--- config.mk ---
export PLATFORM = sky130hd
export DESIGN_NAME = cdm_sweep_ctrl
export DESIGN_NICKNAME = d
export VERILOG_FILES = /design/src/rtl/cdm_sweep_pkg.sv /design/src/rtl/cdm_err_accum.sv /design/src/rtl/cdm_sweep_ctrl.sv
export SDC_FILE = /design/constraint.sdc
export NUM_CORES = 1
export LEC_CHECK = 0
export ABC_CLOCK_PERIOD_IN_PS = 5100
export BUFFER_PORTS_ARGS = -buffer_cell sky130_fd_sc_hd__clkbuf_2
export CAP_MARGIN = 20
export CORE_UTILIZATION = 35
export CTS_CLUSTER_SIZE = 30
export DETAILED_ROUTE_END_ITERATION = 8
export GPL_TIMING_DRIVEN = 0
export PLACE_DENSITY_LB_ADDON = 0.15
export SLEW_MARGIN = 20
export SYNTH_ARGS = -nofsm -noshare
export SYNTH_HDL_FRONTEND = slang
export SYNTH_HIERARCHICAL = 1
export SYNTH_SLANG_ARGS = --single-unit
--- constraint.sdc ---
create_clock -name clk -period 5.1 [get_ports clk]
set_input_delay 1.02 -clock clk [delete_from_list [all_inputs] [get_ports clk]]
set_output_delay 1.02 -clock clk [all_outputs]
set_load 0.005 [all_outputs]
--- src/rtl/cdm_sweep_pkg.sv ---
// Shared state encoding and width helpers for the carry-disregard multiplier sweep controller.
package cdm_sweep_pkg;

    typedef enum logic [1:0] {
        IDLE  = 2'd0,
        RUN   = 2'd1,
        DRAIN = 2'd2,
        DONE  = 2'd3
    } state_t;

    localparam int unsigned W_DEFAULT = 8;
    localparam int unsigned SUM_GUARD = 16;

    function automatic int unsigned prod_w(input int unsigned w);
        return 2 * w;
    endfunction

    function automatic int unsigned cnt_w(input int unsigned w);
        return 2 * w + 1;
    endfunction

    function automatic int unsigned sum_w(input int unsigned w);
        return 2 * w + SUM_GUARD;
    endfunction

endpackage

--- src/rtl/cdm_err_accum.sv ---
// Two-stage error accumulator: registers one result/exact pair, then folds |approx - exact| into the metrics.
module cdm_err_accum
    import cdm_sweep_pkg::*;
#(
    parameter int unsigned W = W_DEFAULT
) (
    input  logic                     clk,
    input  logic                     rst,
    input  logic                     clear,
    input  logic                     valid,
    input  logic [2*W-1:0]           approx,
    input  logic [2*W-1:0]           exact,
    input  logic [W-1:0]             a,
    input  logic [W-1:0]             b,
    output logic [2*W:0]             err_count,
    output logic [2*W+SUM_GUARD-1:0] sum_abs_err,
    output logic [2*W-1:0]           max_err,
    output logic [W-1:0]             max_err_a,
    output logic [W-1:0]             max_err_b
);

    localparam int unsigned PW = prod_w(W);
    localparam int unsigned CW = cnt_w(W);
    localparam int unsigned SW = sum_w(W);

    logic [PW-1:0] approx_q;
    logic [PW-1:0] exact_q;
    logic [W-1:0]  a_q;
    logic [W-1:0]  b_q;
    logic          valid_q;
    logic [PW-1:0] err_c;

    // Stage 1: capture one pair per cycle.
    always_ff @(posedge clk or posedge rst) begin
        if (rst) begin
            approx_q <= '0;
            exact_q  <= '0;
            a_q      <= '0;
            b_q      <= '0;
            valid_q  <= 1'b0;
        end else begin
            approx_q <= approx;
            exact_q  <= exact;
            a_q      <= a;
            b_q      <= b;
            valid_q  <= valid & ~clear;
        end
    end

    always_comb begin
        err_c = '0;
        if (approx_q >= exact_q) begin
            err_c = approx_q - exact_q;
        end else begin
            err_c = exact_q - approx_q;
        end
    end

    // Stage 2: strict greater-than keeps the earliest pair on a tie.
    always_ff @(posedge clk or posedge rst) begin
        if (rst) begin
            err_count   <= '0;
            sum_abs_err <= '0;
            max_err     <= '0;
            max_err_a   <= '0;
            max_err_b   <= '0;
        end else if (clear) begin
            err_count   <= '0;
            sum_abs_err <= '0;
            max_err     <= '0;
            max_err_a   <= '0;
            max_err_b   <= '0;
        end else if (valid_q) begin
            if (err_c != '0) begin
                err_count <= err_count + CW'(1);
            end
            sum_abs_err <= sum_abs_err + SW'(err_c);
            if (err_c > max_err) begin
                max_err   <= err_c;
                max_err_a <= a_q;
                max_err_b <= b_q;
            end
        end
    end

endmodule

--- src/rtl/cdm_sweep_ctrl.sv ---
// Sweeps an attached WxW multiplier over every operand pair and accumulates error metrics against the exact product.
module cdm_sweep_ctrl
    import cdm_sweep_pkg::*;
#(
    parameter int unsigned W = W_DEFAULT
) (
    input  logic                     clk,
    input  logic                     rst,
    input  logic                     start,
    output logic [W-1:0]             mul_a,
    output logic [W-1:0]             mul_b,
    input  logic [2*W-1:0]           mul_r,
    output logic                     busy,
    output logic                     done,
    output logic [2*W:0]             err_count,
    output logic [2*W+SUM_GUARD-1:0] sum_abs_err,
    output logic [2*W-1:0]           max_err,
    output logic [W-1:0]             max_err_a,
    output logic [W-1:0]             max_err_b
);

    localparam int unsigned PW = prod_w(W);

    state_t        state_q;
    state_t        state_d;
    logic          accept_c;
    logic          last_pair_c;
    logic [PW-1:0] exact_c;

    assign last_pair_c = &{mul_a, mul_b};
    assign exact_c     = PW'(mul_a) * PW'(mul_b);

    always_ff @(posedge clk or posedge rst) begin
        if (rst) begin
            state_q <= IDLE;
            busy    <= 1'b0;
            done    <= 1'b0;
        end else begin
            state_q <= state_d;
            busy    <= (state_d == RUN) || (state_d == DRAIN);
            done    <= (state_d == DONE);
        end
    end

    always_comb begin
        state_d  = state_q;
        accept_c = 1'b0;
        case (state_q)
            IDLE, DONE: begin
                if (start) begin
                    state_d  = RUN;
                    accept_c = 1'b1;
                end
            end
            RUN: begin
                if (last_pair_c) begin
                    state_d = DRAIN;
                end
            end
            DRAIN: state_d = DONE;
            default: state_d = IDLE;
        endcase
    end

    // Pair counter: b is the low half, so it wraps into a; holds on the final pair.
    always_ff @(posedge clk or posedge rst) begin
        if (rst) begin
            mul_a <= '0;
            mul_b <= '0;
        end else if (accept_c) begin
            mul_a <= '0;
            mul_b <= '0;
        end else if ((state_q == RUN) && !last_pair_c) begin
            {mul_a, mul_b} <= {mul_a, mul_b} + PW'(1);
        end
    end

    cdm_err_accum #(
        .W (W)
    ) u_accum (
        .clk         (clk),
        .rst         (rst),
        .clear       (accept_c),
        .valid       (state_q == RUN),
        .approx      (mul_r),
        .exact       (exact_c),
        .a           (mul_a),
        .b           (mul_b),
        .err_count   (err_count),
        .sum_abs_err (sum_abs_err),
        .max_err     (max_err),
        .max_err_a   (max_err_a),
        .max_err_b   (max_err_b)
    );

endmodule

==> impl_metrics.tcl <==
set metrics [dict create \
    rows 66 \
    path_cells "inv_1, ha_1, clkbuf_4, nand4_1, buf_4, nor3_4, a31oi_4, buf_6, a21o_1, a2111oi_1, nor3_1, xnor2_1, buf_4, clkbuf_8, inv_1, ha_1, nand4_1, or2_2, o31ai_4, buf_4, a211o_4, buf_4, a21oi_1, a311oi_1" \
    grt_use_total_pct 19.82 \
    drive_gt1_share_pct 18.62 \
    worstReg2RegStart "u_accum/approx_q[12]" \
    place_area_um2 12750 \
    drc 0 \
    seqPwrFrac_pct 32.0 \
    die-area_um2 33810 \
    crit_required_ps 5430 \
    clk_path_buf_depth 2 \
    muxShareOfSynthArea_pct 1.848 \
    cts_hold_buf 0 \
    grt_pass1_vias 9843 \
    fillCellCount 3343 \
    grt_overflow_total 0 \
    r2r_slack_ps 220 \
    synth_top_area_share_pct 32.43 \
    ys.flop_type "dfrtp_1" \
    holdPathEnd "u_accum/b_q[5]" \
    hold-worst-slack_ps 419.1 \
    ir_drop_v 0.0002400 \
    p_sw_share_pct 39.47 \
    combPwrFrac_pct 41.7 \
    p_leak_nw 6.786 \
    yosys.area_share.xor_xnor_pct 4.691 \
    syn_nets 1446 \
    ant_nets 0 \
    fin_nets 1598 \
    cp.arrival_ps 5210 \
    synth_most_common_cell "dfrtp_1" \
    antenna_found_initial 1 \
    start_util_pct 35.58 \
    clk_pin_slew_ps 70 \
    synth_fa_ha_area_share_pct 18.42 \
    synth_edf_count 0 \
    synth-async-reset-ratio_pct 100.0 \
    via_per_inst 5.216 \
    path_max_fanout 10 \
    grt_start_max_net_pins 74 \
    multi_input_area_um2 7320 \
    stdcell_area_um2 13770 \
    synth_seq_cells 150 \
    synth_common_cells "150 x dfrtp_1, 120 x inv_1, 108 x ha_1, 103 x nor2_1, 77 x a21oi_1" \
    synthesis.instances 1280 \
    synth_simple_gate_area_share_pct 17.95 \
    status "finished, final reports clean" \
    portBuffers 117 \
    firstDrtPassIters 5 \
    root_buffer "clkbuf_16" \
    fmax_mhz 205.0 \
    startpoint_type "flop" \
    slowest_delay_ps 370 \
    internal_power_mw 2.989 \
    die_w_um 183.9 \
    synthDistinctLibCells 83 \
    tightest_slew_ps 966.0 \
    instances_no_fill 1887 \
    clock_skew_ps 10.61 \
    wl_per_cell_um 16.97 \
    area_delta_synth_final_pct 18.95 \
    max_cap_viol_count 0 \
    place_inst 1840 \
    synth.area.top_cells "dfrtp_1 32%, ha_1 12%, fa_1 6.7%" \
    clock-sinks 150 \
    num_antenna_cells 0 \
    cp-end-kind "flop" \
    setup_violations 0 \
    hp-class "flop to flop" \
    grt_pass1_wl_mm 52.92 \
    gp_congestion 0.8534 \
    min-delay-start "mul_b[5]" \
    holdPathStages 0 \
    p_per_area_nw_per_um2 358.7 \
    yosysWarnings 6 \
    r2r_cells 24 \
    hold_viol_final 0 \
    cts_buffers 17 \
    critPathKind "flop to flop" \
    synth_top_area_cell "dfrtp_1" \
    hpwlAfterDp_mm 24.55 \
    slew_headroom_pct 35.60 \
    fin_crit_sh_pct 95.63 \
    syn_avg_cell_area_um2 9.044 \
    routed_wl_mm 32.01 \
    insertion_delay_ps 430 \
    chipHeight_um 183.9 \
    synth_area_um2 11580 \
    r2r_end "u_accum/max_err[9]" \
    synth_compound_area_share_pct 18.21 \
    htree_levels 4 \
    clock_power_share_pct 26.3 \
    seq_area_um2 3754 \
    slew_viol_final 0 \
    core_um2 32540 \
    cpMostUsedCell "buf_4" \
    vias 9843 \
    min_period_ps 4877 \
    yosysSeqAreaShare_pct 32.43 \
    drtIter0Drc 535 \
    fin_util_pct 42.32 \
    cts_tree "built" \
    synth_top_family_by_area "adder cells" \
    rsz0062_at_grt "true" \
    io_pins 118 \
    cpMaxStageDelayCell "a2111oi_1" \
    switchingPower_mw 1.949 \
]
worst max-delay path by stage:
stage	from	end	cells after the start
6_report	u_accum/approx_q[12]	u_accum/max_err[9]	24
5_1_grt	u_accum/approx_q[0]	u_accum/sum_abs_err[31]	22
4_1_cts	u_accum/approx_q[0]	u_accum/sum_abs_err[28]	21
3_5_place_dp	u_accum/approx_q[5]	u_accum/max_err_b[2]	22
3_3_place_gp	rst	u_accum/approx_q[3]	2
2_1_floorplan	u_accum/approx_q[0]	u_accum/max_err[9]	24
cells by family (layout without fill, tap and decap cells):
group,count (synthesis),count (layout)
flip-flops,150,150
AO/OA/AOI/OAI,309,309
XOR/XNOR,62,62
multiplexers,21,21
adder cells (fa/ha/maj),147,147
AND/OR/NAND/NOR,404,405
buffers and inverters,187,351
stage by stage:
step           setup slack [ps]  power, mW  setup TNS [ps]
4_1_cts                  0.4103      4.886               0
6_report                  222.7      4.939               0
2_1_floorplan             23.05      2.861               0
3_3_place_gp              -1279      3.448         -210690
3_5_place_dp              -1188      3.472          -45230
5_1_grt                  -25.30      5.296          -72.66
cells in the final DEF, fill, tap and decap left out, drive strengths merged, types with 16 or more instances in the layout:
cell type and count:
a211oi 16, a21o 39, a21oi 77, a41oi 18
and2 46, buf 43, clkbuf 174, dfrtp 150
fa 39, ha 108, inv 130, mux2i 18
nand2 77, nand2b 20, nand3 35, nand4 16
nor2 105, nor3 32, o21ai 62, xnor2 33
xor2 29
power groups by stage:
stage                     combinational (mW)  clock (mW)  sequential (mW)
final                                   2.06        1.30             1.58
after global routing                    2.31        1.37             1.61
after CTS                               1.96        1.34             1.58
after detailed placement                1.87           0             1.60
after global placement                  1.85           0             1.60
after floorplan                         1.31           0             1.55
what timing repair did:
action,in CTS,in global routing
resized for setup,37,60
cloned,1,1
setup endpoints to repair,50,50
pin swaps,6,12
setup buffers,6,11
hold endpoints to repair,0,0
final cells by class:
class                      count  share of cell area (%)
timing repair buffer         136                   5.434
buffer                        63                   2.490
sequential                   150                   27.26
clock inverter                14                   1.127
clock buffer                  18                   3.189
multi-input combinational    944                   53.16
inverter                     120                   3.326
tap                          442                   4.016
flip-flops by register name, indices dropped and copies added (netlist names):
name and count:
busy 1, done 1, mul_a 8, mul_b 8, state_q 2, u_accum/a_q 8, u_accum/approx_q 16, u_accum/b_q 8
u_accum/err_count 17, u_accum/exact_q 16, u_accum/max_err 16, u_accum/max_err_a 8, u_accum/max_err_b 8, u_accum/sum_abs_err 32, u_accum/valid_q 1
layer usage:
metal	share of wire [%]	global-route usage, %	up-vias
li1	-	-	4778
met1	47	27.05	4806
met2	46	32.11	220
met3	4.1	2.555	37
met4	2.2	7.000	2
met5	0.041	0	-
worst max-delay path: cells and delay by family, from the launching register on:
| kind | cells | cell delay, ps |
|---|---|---|
| and+or+nand+nor | 5 | 980 |
| xor gates and xnor gates | 1 | 170 |
| AOI/OAI and AO/OA | 7 | 1390 |
| buffers and inverters | 9 | 1280 |
| adders and majority gates | 2 | 590 |
| DFF | 1 | 350 |
(Power assumes the default switching activity.)
